--- config.mk ---
export PLATFORM = sky130hd
export DESIGN_NAME = axis_frame_gen
export DESIGN_NICKNAME = d
export VERILOG_FILES = /design/src/rtl/eth_frame_pkg.sv /design/src/rtl/frame_beat_builder.sv /design/src/rtl/axis_frame_gen.sv
export SDC_FILE = /design/constraint.sdc
export NUM_CORES = 1
export LEC_CHECK = 0
export CORE_MARGIN = 2
export CORE_UTILIZATION = 49
export DETAILED_ROUTE_END_ITERATION = 8
export PLACE_DENSITY_LB_ADDON = 0.05
export SLEW_MARGIN = 20
export SYNTH_ARGS = -nofsm -noshare
export SYNTH_HDL_FRONTEND = slang
export SYNTH_SLANG_ARGS = --single-unit
--- constraint.sdc ---
create_clock -name clk -period 3.9 [get_ports clk]
set_input_delay 0.78 -clock clk [delete_from_list [all_inputs] [get_ports clk]]
set_output_delay 0.78 -clock clk [all_outputs]
set_load 0.05 [all_outputs]
--- src/rtl/eth_frame_pkg.sv ---
// Shared definitions for the Ethernet test-frame generator.
//   HDR_BYTES / MIN_PAYLOAD / MAX_PAYLOAD : frame geometry constants
//   gen_state_t                           : generator FSM states
//   keep_mask()                           : per-beat valid-byte mask
//   frame_total()                         : clamped payload length plus header
package eth_frame_pkg;

  localparam int unsigned HDR_BYTES   = 14;
  localparam int unsigned MIN_PAYLOAD = 46;
  localparam int unsigned MAX_PAYLOAD = 1500;

  typedef enum logic [1:0] {IDLE, SEND, GAP} gen_state_t;

  // Lane j of beat n is valid while its frame byte index 4n+j is below total.
  function automatic logic [3:0] keep_mask(input logic [10:0] total, input logic [8:0] beat);
    logic [10:0] base;
    logic [3:0]  keep;
    base = {beat, 2'b00};
    keep = '0;
    for (int j = 0; j < 4; j++) begin
      keep[j] = (base + 11'(j)) < total;
    end
    return keep;
  endfunction

  // Total frame bytes after clamping the payload into the legal Ethernet range.
  function automatic logic [10:0] frame_total(input logic [15:0] len);
    logic [10:0] pay;
    if (len < 16'(MIN_PAYLOAD)) begin
      pay = 11'(MIN_PAYLOAD);
    end else if (len > 16'(MAX_PAYLOAD)) begin
      pay = 11'(MAX_PAYLOAD);
    end else begin
      pay = len[10:0];
    end
    return pay + 11'(HDR_BYTES);
  endfunction

endpackage

--- src/rtl/frame_beat_builder.sv ---
// Combinational beat former: maps a beat index and frame length onto the 32-bit
// AXI-Stream lanes (byte j of the beat in tdata[8j+7:8j]).
//   beat_i  : beat index within the frame
//   total_i : total frame bytes (header + clamped payload)
//   seq_i   : sequence number for payload bytes 0-3 (only with SEQ_NUM_EN)
//   tdata_o / tkeep_o / tlast_o : beat contents
// Optional feature macro: SEQ_NUM_EN.
module frame_beat_builder
  import eth_frame_pkg::*;
#(
  parameter logic [47:0] DST_MAC   = 48'hFFFF_FFFF_FFFF,
  parameter logic [47:0] SRC_MAC   = 48'h0200_0000_0001,
  parameter logic [15:0] ETHERTYPE = 16'h88B5
) (
  input  logic [8:0]  beat_i,
  input  logic [10:0] total_i,
`ifdef SEQ_NUM_EN
  input  logic [31:0] seq_i,
`endif
  output logic [31:0] tdata_o,
  output logic [3:0]  tkeep_o,
  output logic        tlast_o
);

  logic [10:0] base;
  assign base = {beat_i, 2'b00};

  // Header addresses go out MSB first, so byte idx selects bits from the top down.
  function automatic logic [7:0] frame_byte(input logic [10:0] idx);
    logic [7:0] b;
    if (idx < 11'd6) begin
      b = 8'(DST_MAC >> {3'd5 - idx[2:0], 3'b000});
    end else if (idx < 11'd12) begin
      b = 8'(SRC_MAC >> {3'(4'd11 - idx[3:0]), 3'b000});
    end else if (idx == 11'd12) begin
      b = ETHERTYPE[15:8];
    end else if (idx == 11'd13) begin
      b = ETHERTYPE[7:0];
    end else begin
      b = 8'(idx - 11'(HDR_BYTES));
    end
    return b;
  endfunction

  always_comb begin
    tdata_o = '0;
    for (int j = 0; j < 4; j++) begin
      tdata_o[8*j +: 8] = frame_byte(base + 11'(j));
`ifdef SEQ_NUM_EN
      // Payload bytes 0-3 carry the sequence number, MSB first.
      if ((base + 11'(j)) >= 11'(HDR_BYTES) && (base + 11'(j)) < 11'(HDR_BYTES + 4)) begin
        tdata_o[8*j +: 8] =
          8'(seq_i >> {2'd3 - 2'(base + 11'(j) - 11'(HDR_BYTES)), 3'b000});
      end
`endif
    end
  end

  assign tkeep_o = keep_mask(total_i, beat_i);
  assign tlast_o = (base + 11'd4) >= total_i;

endmodule

--- src/rtl/axis_frame_gen.sv ---
// Ethernet test-traffic source: emits complete frames (DA, SA, EtherType, payload)
// as a 32-bit AXI-Stream master with tready backpressure.
//   clk, reset          : single clock, synchronous active-high reset
//   start, payload_len  : frame request (sampled in IDLE) and payload byte count
//   busy, done          : activity flag and end-of-frame pulse
//   frame_count         : frames completed since reset
//   m00_axis_*          : AXI-Stream master (tdata/tkeep/tvalid/tready/tlast)
// Optional feature macro: SEQ_NUM_EN (sequence number in payload bytes 0-3).
module axis_frame_gen
  import eth_frame_pkg::*;
#(
  parameter logic [47:0] DST_MAC    = 48'hFFFF_FFFF_FFFF,
  parameter logic [47:0] SRC_MAC    = 48'h0200_0000_0001,
  parameter logic [15:0] ETHERTYPE  = 16'h88B5,
  parameter int unsigned IFG_CYCLES = 4
) (
  input  logic        clk,
  input  logic        reset,
  input  logic        start,
  input  logic [15:0] payload_len,
  output logic        busy,
  output logic        done,
  output logic [31:0] frame_count,
  output logic [31:0] m00_axis_tdata,
  output logic [3:0]  m00_axis_tkeep,
  output logic        m00_axis_tvalid,
  input  logic        m00_axis_tready,
  output logic        m00_axis_tlast
);

  gen_state_t  state_q;
  logic [10:0] total_q, total_d;
  logic [8:0]  beat_q, beat_d;
  logic [15:0] gap_q;
  logic        busy_q, done_q, tvalid_q, tlast_q;
  logic [31:0] tdata_q, fc_q;
  logic [3:0]  tkeep_q;
  logic [31:0] bld_tdata;
  logic [3:0]  bld_tkeep;
  logic        bld_tlast;
`ifdef SEQ_NUM_EN
  logic [31:0] seq_q, seq_d;
`endif

  // The builder is fed the beat about to be registered, so beat 0 is ready on the
  // cycle right after start and later beats follow each handshake without a bubble.
  always_comb begin
    if (state_q == IDLE) begin
      total_d = frame_total(payload_len);
      beat_d  = '0;
    end else begin
      total_d = total_q;
      beat_d  = beat_q + 9'd1;
    end
  end

`ifdef SEQ_NUM_EN
  assign seq_d = (state_q == IDLE) ? fc_q : seq_q;
`endif

  frame_beat_builder #(
    .DST_MAC   (DST_MAC),
    .SRC_MAC   (SRC_MAC),
    .ETHERTYPE (ETHERTYPE)
  ) u_builder (
    .beat_i  (beat_d),
    .total_i (total_d),
`ifdef SEQ_NUM_EN
    .seq_i   (seq_d),
`endif
    .tdata_o (bld_tdata),
    .tkeep_o (bld_tkeep),
    .tlast_o (bld_tlast)
  );

  always_ff @(posedge clk) begin
    if (reset) begin
      state_q  <= IDLE;
      total_q  <= '0;
      beat_q   <= '0;
      gap_q    <= '0;
      busy_q   <= 1'b0;
      done_q   <= 1'b0;
      tvalid_q <= 1'b0;
      tlast_q  <= 1'b0;
      tdata_q  <= '0;
      tkeep_q  <= '0;
      fc_q     <= '0;
`ifdef SEQ_NUM_EN
      seq_q    <= '0;
`endif
    end else begin
      done_q <= 1'b0;
      unique case (state_q)
        IDLE: begin
          if (start) begin
            state_q  <= SEND;
            busy_q   <= 1'b1;
            total_q  <= total_d;
            beat_q   <= beat_d;
            tvalid_q <= 1'b1;
            tdata_q  <= bld_tdata;
            tkeep_q  <= bld_tkeep;
            tlast_q  <= bld_tlast;
`ifdef SEQ_NUM_EN
            seq_q    <= seq_d;
`endif
          end
        end
        SEND: begin
          // tvalid is always high here; a stall simply holds every output register.
          if (m00_axis_tready) begin
            if (tlast_q) begin
              state_q  <= GAP;
              tvalid_q <= 1'b0;
              tlast_q  <= 1'b0;
              tdata_q  <= '0;
              tkeep_q  <= '0;
              done_q   <= 1'b1;
              fc_q     <= fc_q + 32'd1;
              gap_q    <= 16'(IFG_CYCLES);
              // With no gap, busy falls together with done.
              busy_q   <= (IFG_CYCLES != 0);
            end else begin
              beat_q   <= beat_d;
              tdata_q  <= bld_tdata;
              tkeep_q  <= bld_tkeep;
              tlast_q  <= bld_tlast;
            end
          end
        end
        GAP: begin
          // busy drops after the gap count expires; IDLE follows one cycle later so a
          // start seen while busy falls is never accepted.
          if (!busy_q) begin
            state_q <= IDLE;
          end else if (gap_q == '0) begin
            busy_q <= 1'b0;
          end else begin
            gap_q <= gap_q - 16'd1;
          end
        end
        default: state_q <= IDLE;
      endcase
    end
  end

  assign busy            = busy_q;
  assign done            = done_q;
  assign frame_count     = fc_q;
  assign m00_axis_tdata  = tdata_q;
  assign m00_axis_tkeep  = tkeep_q;
  assign m00_axis_tvalid = tvalid_q;
  assign m00_axis_tlast  = tlast_q;

endmodule

* Word-level counts from Yosys, hierarchy flattened *
Cells that the tools add are included.

storage, ports and cells
  word-level logic and storage cells = 142
  register bits = 110
  input port bits = 20
  output and inout bits = 72

operators by class
  shift operators = 8
  equal/unequal tests = 16
  reduce and logical (&&, ||, !) cells = 14
  bitwise operators = 2
  order comparisons = 15
  muxes and demuxes = 56
  add/sub/neg operators = 20

operator list
  kind                     count
  $shr A48 B6 Y8 const A   4
  $shr A42 B6 Y8 const A   4
  $mux W8                  15
  $mux W32                 3
  $eq A11 B4 Y1 const B    6
  $mux W16                 4
  $pmux W32 S2             1
  $lt A11 B11 Y1           4
  $lt A11 B3 Y1 const B    4
  $lt A11 B4 Y1 const B    4
  $mux W11                 4
  $mux W9                  4
  $add A32 B1 Y32 const B  1
  $pmux W16 S2             1
  $sub A8 B4 Y8 const B    4
  $add A11 B2 Y11 const B  2
  $pmux W9 S2              1
  $gt A16 B11 Y1 const B   1
  $logic_not A16 Y1        1
  $lt A16 B6 Y1 const B    1
  $reduce_and A4 Y1        4
  $sub A16 B1 Y16 const B  1
  $ne A2 B2 Y1 const B     7
  $mux W4                  3
  24 further kinds         47

* Longest topological paths before layout *
  depth after elaboration = 11
  mapped depth = 18

* By module *
A second synthesis with hierarchy kept.

unflattened totals
  cell total of the unflattened synthesis = 728
  area, all modules = 5,984.5 µm²

by module, submodules not included
  module              times used  cells an instance  area an instance (µm²)
  axis_frame_gen      1           581                4,961.0
  frame_beat_builder  1           147                1,023.5

* Worst setup path after synthesis *
Ideal clock, no wire load.

  path kind = input to register
  from = in payload_len[9]
  to = reg tkeep_q[0] (netlist: m00_axis_tkeep[0])
  arrival = 3.790 ns
  cell stages on the path = 15
  setup slack = -0.017 ns
  required time = 3.773 ns
  cells stage by stage = buf_2 > or4_4 > nor4_4 > nand2_1 > nand2_1 > nor2_1 > ha_1 > nor2b_1 > nor4b_2 > mux2i_1 > nand3_1 > a2111oi_0 > nand4_1 > a21oi_1 > o21ai_1

on the way
  longest elaborated chain between the ends = 10
  elaborated cells on any way between the ends = 12
  those cells by class = add/sub: 1; order compare: 3; mux: 8

RTL lines
  what                  RTL line               text
  from (decl)           axis_frame_gen.sv:20   input logic [15:0] payload_len,
  $gt A16 B11 Y1        eth_frame_pkg.sv:31    end else if (len > 16'(MAX_PAYLOAD)) begin
  $mux W11              eth_frame_pkg.sv:31
  $mux W11 (*)          eth_frame_pkg.sv:29    if (len < 16'(MIN_PAYLOAD)) begin
  $mux W11 (*)          axis_frame_gen.sv:48   if (state_q == IDLE) begin
  $add A11 B4 Y11 (*)   eth_frame_pkg.sv:36    return pay + 11'(HDR_BYTES);
  $mux W11 (*)          axis_frame_gen.sv:48
  $lt A11 B11 Y1 (*)    eth_frame_pkg.sv:21    keep[j] = (base + 11'(j)) < total;
  $mux W4               axis_frame_gen.sv:113  if (tlast_q) begin
  $mux W4               axis_frame_gen.sv:112  if (m00_axis_tready) begin
  $pmux W4 S2 (*)       axis_frame_gen.sv:94   unique case (state_q)
  to (signal assigned)  axis_frame_gen.sv:103  tkeep_q <= bld_tkeep;
  to (signal assigned)  axis_frame_gen.sv:127  tkeep_q <= bld_tkeep;
  to (decl)             axis_frame_gen.sv:37   logic [3:0] tkeep_q;

Every way passes the cells marked *; elsewhere a longest branch is shown, timed or not. The select of a mux whose other input is x is not followed.
A chain may end at the register's enable or synchronous reset.

* Final worst setup path *
  from = in payload_len[5]
  to = reg tkeep_q[2] (netlist: m00_axis_tkeep[2])

The elaborated chain is that of the path after synthesis.

==> key figures <==
Outcome
  • Status: finished, violations left
  • Failing checks: setup timing

Synthesis
  • Post-synthesis area per instance: 8.046 um2
  • Cell with the most instances after synthesis: nor2_1
  • Number of synthesized register bits: 100
  • Sequential share of the synthesized area: 34.65%
  • Yosys top cell area share: 34.65%
  • Post-synth EDFFs: 0
  • Synth warnings: 0
  • Primary FF master, synth: dfxtp_1
  • Async SR Flop Fraction: 0%
  • Synth cell types: 78
  • Top cell type by total area after synthesis: dfxtp_1
  • Post-synth design cell area: 5777 um2
  • Syn_nets: 754
  • Mapped Cells: 718
  • Synth top area cells: dfxtp_1, nor2_1, nand2_1
  • Top cells by count, synth: nor2_1, dfxtp_1, nand2_1

Timing
  • Final min period: 3.914 ns
  • Max Fclk: 255.5 MHz
  • Final period util: 100.4%
  • Final setup fails: 1
  • Final hold vios: 0
  • Slew margin rel.: 41.06%
  • Worst Tran Pin Value: 0.8596 ns
  • Clock Skews: 0.008734 ns
  • Slew Viols, Final: 0
  • Post-route setup slack: -0.01392 ns

Route
  • DRC: 0
  • Post-Route WL: 15,880 um
  • Routed WL per cell: 15.85 um
  • Vias/cell: 5.664
  • Routed Antenna Nets: 0
  • Via count: 5,675
  • Iteration-0 DRC count of the detailed router: 307
  • DRT Pass-1 Iters: 5

Power and ir drop
  • Pwr dens: 332.8 nW/um2
  • Static Leak: 2.945 nW
  • Worst VDD drop: 0.2689 mV
  • Total chip power: 2.560 mW

Setup path
  • CP max stage cell: clkdlybuf4s50_1
  • Crit Path Class: in2reg
  • Crit-path max FO: 5
  • CP top delay family: compound AO/OA/AOI/OAI gates
  • Crit path capture type: flop
  • Arr. time, crit path: 4.15 ns
  • CP required: 4.14 ns
  • Critical Path Start Type: input pin
  • Buf/Inv on CP: 2
  • Crit path cell chain: clkdlybuf4s50_1 -> a31oi_4 -> o31ai_4 -> buf_4 -> a21oi_4 -> nand2_2 -> nor2_4 -> ha_4 -> nor2b_4 -> nor2_1 -> a2111o_1 -> a32oi_4 -> xor2_1 -> nand4_1 -> a21oi_2 -> o21ai_1
  • Register-to-Register Setup Slack: 0.65 ns
  • Crit-path max cell delay: 0.51 ns

Global routing
  • Gr usage total: 24.65%
  • Grt total ovfl: 0
  • Global-route wire length before repair: 25,780 um
  • Antenna violations before repair: 0
  • Vias in the first global route: 5,341
  • Largest net degree at the start of global routing: 48

Placed design
  • Port Buffers: 91
  • Dpl hpwl: 11,100 um
  • Pre-CTS setup slack: -0.5332 ns
  • Gpl congestion: 0.9424

Cells and area
  • Fillers: 974
  • Share of cells above drive strength 1: 17.35%
  • Area Growth Syn to Fin: 33.16%
  • Nets@finish: 890
  • Area of the multi-input gates: 3652 um2
  • Antenna diode count: 0
  • Register area: 2002 um2

CTS
  • Hold buffer count at CTS: 0
  • Clock Tree Root: clkbuf_16
  • Maximum clock insertion buffer count: 2
  • TritonCTS sink count: 100
  • CTS tree: built
  • Clock-pin transition on the worst setup and hold timing paths: 0.07 ns
  • H-tree depth: 3
  • Number of buffers created by CTS: 9
  • Worst skew pair latency: 0.35 ns

Floorplan
  • Cell Rows: 39
  • Die Y: 112.6 um
  • Die Span X: 112.6 um
  • Core area: 11,470 um2
  • Die area: 12,670 um2
  • Initial Util: 50.38%
  • # IOs: 92

Job
  • Max_cap viols: 0

Min path
  • Hold crit path type: reg2reg
-- layout make-up --
cell class | count | share of cell area [%]
Multi-Input combinational cell | 556 | 47.48
Sequential cell | 100 | 26.02
Clock buffer | 9 | 2.928
Tap cell | 143 | 2.326
Clock inverter | 7 | 1.269
Timing Repair Buffer | 166 | 18.95
Inverter | 21 | 1.025
-- final timing paths --
| check | start | endpoint | depth (start not counted) |
|---|---|---|---|
| setup / recovery | payload_len[5] | m00_axis_tkeep[2] | 16 |
| hold / removal | m00_axis_tkeep[3] | m00_axis_tkeep[3] | 2 |
| setup reg to reg | state_q[1] | m00_axis_tlast | 10 |
| hold reg to reg | m00_axis_tkeep[3] | m00_axis_tkeep[3] | 2 |
-- worst reg2reg max path: stages (launching register included) --
cell       delay [ns]
dfxtp_1          0.61
nor2_1           0.23
or4_1            0.54
nand2_1          0.45
nand2_1          0.13
xnor2_1          0.15
ha_1             0.32
o21ai_0          0.11
a211oi_1         0.33
o2111ai_1        0.19
o211ai_1         0.12
-- cells by family (layout without fill, tap and decap cells) --
| kind of cell | after synthesis | in the layout | share of synthesized area [%] |
|---|---|---|---|
| AOI/OAI and AO/OA | 149 | 149 | 17.93 |
| and+or+nand+nor | 321 | 321 | 27.96 |
| buffers and inverters | 62 | 203 | 4.895 |
| DFF | 100 | 100 | 34.65 |
| xor gates and xnor gates | 61 | 61 | 9.487 |
| adders and majority gates | 18 | 18 | 3.812 |
| muxes | 7 | 7 | 1.256 |
-- sequential cells by signal, summed over array words and instances, names as in the netlist, 2 cells and up --
name and flops:
beat_q 9, frame_count 32, gap_q 16, m00_axis_tdata 22, m00_axis_tkeep 4, state_q 2
total_q 11
-- placed cells by master (no fill, tap or decap), drive strengths merged, types with 9 or more instances in the layout --
cell and count:
nand2 82, dfxtp 100, nor3 21, and3 9, a31oi 11, nand4 14
xnor2 26, o21ai 23, clkbuf 13, a21oi 45, clkdlybuf4s50 80, a211oi 9
nor2 106, inv 22, xor2 34, nand3 25, and2 12, ha 16
buf 76
-- metrics by stage --
step                instances  cell area, um2  hold WS (ns)   TNS, ns  util [%]
detailed placement        968            7086        0.4407    -2.522     61.79
floorplan                 718            5777        0.4321         0         -
global placement          968            7086        0.4414    -1.939     61.79
CTS                       999            7584        0.4517         0     66.13
global route             1002            7692        0.4773   -0.4984     67.08
finish                   1002            7692        0.4498  -0.01392     67.08
-- report_power, final --
part	internal, mW	leakage, nW	switching, mW
clock	0.567	0.158	0.407
sequential	1.06	0.815	0.0285
combinational	0.185	1.97	0.315
total	1.81	2.94	0.750
-- metal layers --
metal / global-route usage (%) / wire length [um]
met1: 32.61 / 7158
met2: 40.36 / 7437
met3: 4.860 / 951
met4: 8.293 / 329
met5: 0 / 0
-- timing repair --
item | 4_1_cts | 5_1_grt
setup buffers | 15 | 4
resized for setup | 19 | 33
pin swaps | 17 | 26
endpoints found under the setup margin | 5 | 5
(Power assumes the default switching activity.)
